### src/rtl/interface_timer.sv
// Memory-mapped down-counting timer with a 16-bit prescaler, one-shot or
// auto-reload operation and a level interrupt gated by CTRL.IE.
module interface_timer (
    input  logic        clk,
    input  logic        rst,
    input  logic [11:0] addr,
    input  logic        wen,
    input  logic [31:0] wdata,
    output logic [31:0] rdata,
    output logic        irq,
    output logic [1:0]  o_dbg_state
);
    // Bus handshake: a write completes on every rising clk edge where wen=1;
    // there is no wait state. Reads are combinational from addr.

    typedef enum logic [1:0] {
        ST_IDLE    = 2'd0,
        ST_RUN     = 2'd1,
        ST_EXPIRED = 2'd2
    } state_t;

    localparam logic [9:0] A_CTRL   = 10'h000;
    localparam logic [9:0] A_PRESC  = 10'h001;
    localparam logic [9:0] A_LOAD   = 10'h002;
    localparam logic [9:0] A_COUNT  = 10'h003;
    localparam logic [9:0] A_STATUS = 10'h004;

    state_t      r_state;
    logic        r_en;
    logic        r_auto;
    logic        r_ie;
    logic        r_done;
    logic [15:0] r_presc;
    logic [15:0] r_pcnt;
    logic [31:0] r_load;
    logic [31:0] r_count;

    logic [9:0]  w_word;
    logic        w_wr_ctrl;
    logic        w_wr_presc;
    logic        w_wr_load;
    logic        w_wr_status;
    logic        w_tick;
    logic        w_auto_next;
    logic        w_done_set;

    assign w_word      = addr[11:2];
    assign w_wr_ctrl   = wen && (w_word == A_CTRL);
    assign w_wr_presc  = wen && (w_word == A_PRESC);
    assign w_wr_load   = wen && (w_word == A_LOAD);
    assign w_wr_status = wen && (w_word == A_STATUS);
    assign w_tick      = (r_state == ST_RUN) && (r_pcnt == r_presc);

    // A CTRL write in RUN wins over the tick: the freshly written AUTO decides
    // reload vs. stop, and a disable suppresses the expiry altogether.
    assign w_auto_next = w_wr_ctrl ? wdata[1] : r_auto;
    assign w_done_set  = w_tick && (r_count == 32'd0) && !(w_wr_ctrl && !wdata[0]);

    always_ff @(posedge clk or negedge rst) begin
        if (!rst) begin
            r_state <= ST_IDLE;
            r_en    <= 1'b0;
            r_auto  <= 1'b0;
            r_ie    <= 1'b0;
            r_done  <= 1'b0;
            r_presc <= 16'd0;
            r_pcnt  <= 16'd0;
            r_load  <= 32'd0;
            r_count <= 32'd0;
        end else begin
            if (w_wr_presc) r_presc <= wdata[15:0];
            if (w_wr_load)  r_load  <= wdata;

            if (w_done_set)                   r_done <= 1'b1;
            else if (w_wr_status && wdata[0]) r_done <= 1'b0;

            if (w_wr_ctrl) begin
                r_auto <= wdata[1];
                r_ie   <= wdata[2];
            end

            if (w_wr_ctrl && !wdata[0]) begin
                r_state <= ST_IDLE;
                r_en    <= 1'b0;
            end else if (w_wr_ctrl && (r_state != ST_RUN)) begin
                r_state <= ST_RUN;
                r_en    <= 1'b1;
                r_count <= r_load;
                r_pcnt  <= 16'd0;
            end else begin
                case (r_state)
                    ST_RUN: begin
                        if (w_tick) begin
                            r_pcnt <= 16'd0;
                            if (r_count != 32'd0) begin
                                r_count <= r_count - 32'd1;
                            end else if (w_auto_next) begin
                                r_count <= r_load;
                            end else begin
                                r_state <= ST_EXPIRED;
                                r_en    <= 1'b0;
                            end
                        end else begin
                            r_pcnt <= r_pcnt + 16'd1;
                        end
                    end
                    default: ;
                endcase
            end
        end
    end

    always_comb begin
        rdata = 32'd0;
        case (w_word)
            A_CTRL:   rdata = {29'd0, r_ie, r_auto, r_en};
            A_PRESC:  rdata = {16'd0, r_presc};
            A_LOAD:   rdata = r_load;
            A_COUNT:  rdata = r_count;
            A_STATUS: rdata = {31'd0, r_done};
            default:  rdata = 32'd0;
        endcase
    end

    assign irq         = r_done & r_ie;
    assign o_dbg_state = r_state;

endmodule
### config.mk
export PLATFORM = sky130hd
export DESIGN_NAME = interface_timer
export DESIGN_NICKNAME = d
export VERILOG_FILES = /design/src/rtl/interface_timer.sv
export SDC_FILE = /design/constraint.sdc
export NUM_CORES = 1
export LEC_CHECK = 0
export CAP_MARGIN = 20
export CELL_PAD_IN_SITES_DETAIL_PLACEMENT = 0
export CELL_PAD_IN_SITES_GLOBAL_PLACEMENT = 1
export CORE_MARGIN = 2
export CORE_UTILIZATION = 45
export DETAILED_ROUTE_END_ITERATION = 12
export GPL_TIMING_DRIVEN = 0
export PLACE_DENSITY = 0.82
export SETUP_SLACK_MARGIN = 0.4
export SYNTH_ARGS = -nofsm -noshare
export SYNTH_HDL_FRONTEND = slang
export SYNTH_SLANG_ARGS = --single-unit
### constraint.sdc
create_clock -name clk -period 8 [get_ports clk]
set_input_delay 1.2 -clock clk [delete_from_list [all_inputs] [get_ports clk]]
set_output_delay 1.2 -clock clk [all_outputs]
set_load 0.01 [all_outputs]
Word-level counts from Yosys, hierarchy flattened
Cells that the tools add are included.
- output and inout port bits: 35
- register bits: 102
- word-level logic and storage cells: 70
- equality and inequality tests: 9
- reductions and logical operators: 24
- bitwise logic cells: 2
- mux-type cells: 24
- add/sub/neg operators: 2
- operators by type and width (kind ; number):
    $mux 32 ; 5
    $pmux 32 s5 ; 1
    $mux 16 ; 3
    $logic_not 32->1 ; 1
    $reduce_bool 32->1 ; 1
    $sub 32x1->32 const B ; 1
    $eq 10x2->1 const B ; 2
    $add 16x1->16 const B ; 1
    $eq 16x16->1 ; 1
    $mux 2 ; 6
    $eq 10x1->1 const B ; 1
    $eq 10x3->1 const B ; 1
    $logic_and 1x1->1 ; 10
    $logic_not 10->1 ; 1
    $mux 1 ; 9
    $reduce_bool 3->1 ; 3
    $reduce_and 4->1 ; 2
    $reduce_bool 2->1 ; 3
    $ne 3x1->1 const B ; 1
    $ne 3x3->1 const B ; 1
    $eq 2x1->1 const B ; 1
    $logic_not 1->1 ; 2
    $ne 2x1->1 const B ; 1
    $reduce_and 2->1 ; 1
    other kinds (2) ; 2

Logic depth before layout (Yosys ltp)
- depth after elaboration: 9
- depth in mapped cells: 11

Least setup slack after synthesis
Ideal clock, no wire load.
- kind: input -> output
- start point: input addr[9]
- end point: output rdata[10]
- slack: 4.164 ns
- arrival: 2.636 ns
- stages on the path: 5
- cells stage by stage: or4_4 or3_1 clkbuf_1 clkbuf_1 nor2_1
- word-level cells in the longest chain between the ends: 2
- ends and longest elaborated chain (what ; line ; text):
    from (decl) ; 6 ; input logic [11:0] addr,
    $eq 10x3->1 (tied with other cells) ; 115 ; case (w_word)
    $pmux 32 s5 * ; 115 ;
    to (decl) ; 9 ; output logic [31:0] rdata,
Every way passes the cells marked *; elsewhere a longest branch is shown, timed or not.

Worst setup path in the final report
- start point: input addr[9]
- end point: output rdata[3]
Same word-level chain as after synthesis.

==> results.json <==
{
  "finalNetCount": 777,
  "track_usage_pct": 25.7,
  "cts-resized-gates": 0,
  "worst_ep_required_time_ps": 6800,
  "die_h_um": 120,
  "arrival_ps": 3910,
  "ys_ff_latch": 101,
  "post-route-period-util_pct": 63.9,
  "ys_warn_count": 0,
  "clkTransAtPathRegs_ps": 60,
  "worst-setup-path-type": "in2out",
  "synth_area_leaders": "dfrtp_1 42%, mux2_2 12%, o21ai_0 4.4%",
  "min_period_ps": 5110,
  "vias": 5447,
  "dp_hpwl_mm": 13.1,
  "dieWidth_um": 120,
  "cts_sinks": 101,
  "grt_setup_unrepaired": "no",
  "synthDominantCellAreaShare_pct": 41.6,
  "hold_viol": 0,
  "ir_drop_v": 0.000117,
  "final_util_pct": 55.6,
  "powerDensity_nw_per_um2": 152,
  "drv_slew": 0,
  "max_stage_delay_ps": 580,
  "root_buffer": "clkbuf_16",
  "fin_cells": 907,
  "status": "finished, final reports clean",
  "wl_mm": 17.8,
  "crit_slowest_cell": "or4_4",
  "syn_inst": 638,
  "grt_pass1_vias": 5277,
  "fin_area_um2": 7340,
  "num_antenna_cells": 0,
  "synth_area_per_cell_um2": 9.51,
  "synth_seq_area_share_pct": 41.6,
  "io_pins": 82,
  "rows": 42,
  "post-cts-setup-buffer-count": 0,
  "postPlaceCellArea_um2": 7080,
  "cts_tree": "yes",
  "synth_top_area_cell": "dfrtp_1",
  "synth_most_common_cell": "dfrtp_1",
  "firstDrtPassIters": 5,
  "n_fill_cell": 1214,
  "synth_flop_cell": "dfrtp_1",
  "maxSlewHeadroom_pct": 25.9,
  "setup_viol": 0,
  "portBuffers": 76,
  "antenna_left": 0,
  "initial_core_util_pct": 46.0,
  "multi_input_area_um2": 3310,
  "grt_pass1_wl_mm": 28.6,
  "die_area_um2": 14400,
  "drtIter0Drc": 502,
  "cts_hold_buf": 0,
  "clk_latency_ps": 350,
  "drv_cap": 0,
  "end_kind": "output port",
  "ff_latch_area_um2": 2530,
  "async_flop_share_pct": 100,
  "grt_start_max_net_pins": 61,
  "placed_cells": 892,
  "layout-drive-gt1-share_pct": 13.7,
  "max_freq_ghz": 0.196,
  "leakage_uw": 0.00320,
  "synth_commonest_cells": "101 x dfrtp_1, 68 x nor2_1, 63 x mux2_2",
  "critPathLaunchType": "input port",
  "gp_congestion": 0.895,
  "avgRoutedWirePerCell_um": 19.6,
  "cts.htree.levels": 3,
  "antenna_found_initial": 0,
  "finalSetupTns_ps": 0,
  "synth_edf_count": 0,
  "syn_nets": 688,
  "synthDistinctLibCells": 58,
  "avgViaCountPerCell": 6.01,
  "drc": 0,
  "coreArea_um2": 13200,
  "area_delta_synth_final_pct": 20.9,
  "hold_class": "reg2reg",
  "grt.overflow.total": 0,
  "clock_path_buffers": 2,
  "path_cells": "clkdlybuf4s50_1 > or4_4 > or3_1 > clkbuf_1 > clkbuf_1 > nor2_1 > clkdlybuf4s50_1",
  "clock_skew_ps": 6.61,
  "crit_fanout": 10,
  "syn-cell-area_um2": 6070,
  "numCtsBuffers": 9,
  "worstMarginPinSlew_ps": 1100
}
power breakdown:
group | switching (µW) | leakage, µW | internal [µW]
clock network | 187 | 0.000129 | 217
logic | 88.7 | 0.00169 | 68.1
registers | 23.5 | 0.00138 | 529
placed cells by master, fill, tap and decap left out, types with 4 or more instances in the layout:
master / Yosys / routed
nand3_1: 23 / 23
mux2_2: 63 / 63
buf_1: 4 / 4
or4_1: 8 / 8
nor2_1: 68 / 68
nor4b_1: 4 / 4
nand2_1: 25 / 25
a21oi_1: 49 / 49
nor3_1: 22 / 22
nor2b_1: 4 / 4
a22oi_1: 19 / 19
xnor2_1: 7 / 7
a31oi_1: 4 / 4
o21ai_0: 53 / 53
mux2i_1: 20 / 20
nor4_1: 16 / 16
buf_2: 8 / 9
clkdlybuf4s50_1: 0 / 75
xor2_1: 16 / 16
dfrtp_1: 101 / 101
clkbuf_16: 0 / 9
nand4_1: 9 / 9
or3_1: 9 / 9
and3_1: 5 / 5
clkbuf_1: 26 / 29
inv_1: 13 / 13
nand2b_1: 6 / 6
registers in the layout, indices dropped and copies added (netlist names):
| signal | count |
|---|---|
| r_done | 1 |
| r_pcnt | 16 |
| r_ie | 1 |
| o_dbg_state | 2 |
| r_count | 32 |
| r_presc | 16 |
| r_auto | 1 |
| r_load | 32 |
worst max-delay path, delay by kind of cell:
kind	cells	cell delay (ps)
buffers and inverters	4	1520
AND/OR/NAND/NOR	3	1180
cell type report:
type                            instances  area share [%]
Inverter                               13           0.665
Multi-Input combinational cell        483            45.1
Clock buffer                           13            3.41
Clock inverter                          2           0.136
Sequential cell                       101            34.4
Tap cell                              176            3.00
Buffer                                 41            2.44
Timing Repair Buffer                   78            10.8
stage by stage:
stage | setup slack, ps | power, µW | hold WS, ps
global route | 2670 | 1170 | 558
finish | 2890 | 1110 | 537
global placement | 1810 | 710 | 513
CTS | 2880 | 1120 | 541
floorplan | 4160 | 649 | 490
detailed placement | 2870 | 717 | 526
layer usage:
metal  vias up  share of wire (%)  global-route usage [%]  wire length, µm
met2       224                 45                    38.7             8020
met3        29                6.7                    4.23             1190
met4         0                2.5                    10.9              439
met5         -                  0                       0                0
li1       2529                  -                       -                -
met1      2665                 46                    36.5             8120
logic make-up after synthesis:
| kind of cell | Yosys count | synth area share (%) |
|---|---|---|
| AO/OA/AOI/OAI | 153 | 15.5 |
| XOR/XNOR | 23 | 3.32 |
| adder cells (fa/ha/maj) | 3 | 0.619 |
| buffers and inverters | 54 | 3.75 |
| flip-flops | 101 | 41.6 |
| multiplexers | 86 | 16.1 |
| AND/OR/NAND/NOR | 218 | 19.1 |
path summary, 6_finish.rpt:
kind	startpoint	end	slack (ps)	cells past startpoint
worst min register to register	r_load[8]	r_load[8]	540	1
max in group asynchronous	rst	r_count[5]	6470	2
worst max-delay path	addr[9]	rdata[3]	2890	7
worst max register to register	r_count[8]	r_count[28]	4450	8
min in group asynchronous	rst	r_load[25]	840	1
worst min-delay path	r_load[8]	r_load[8]	540	1
(Power assumes the default switching activity.)
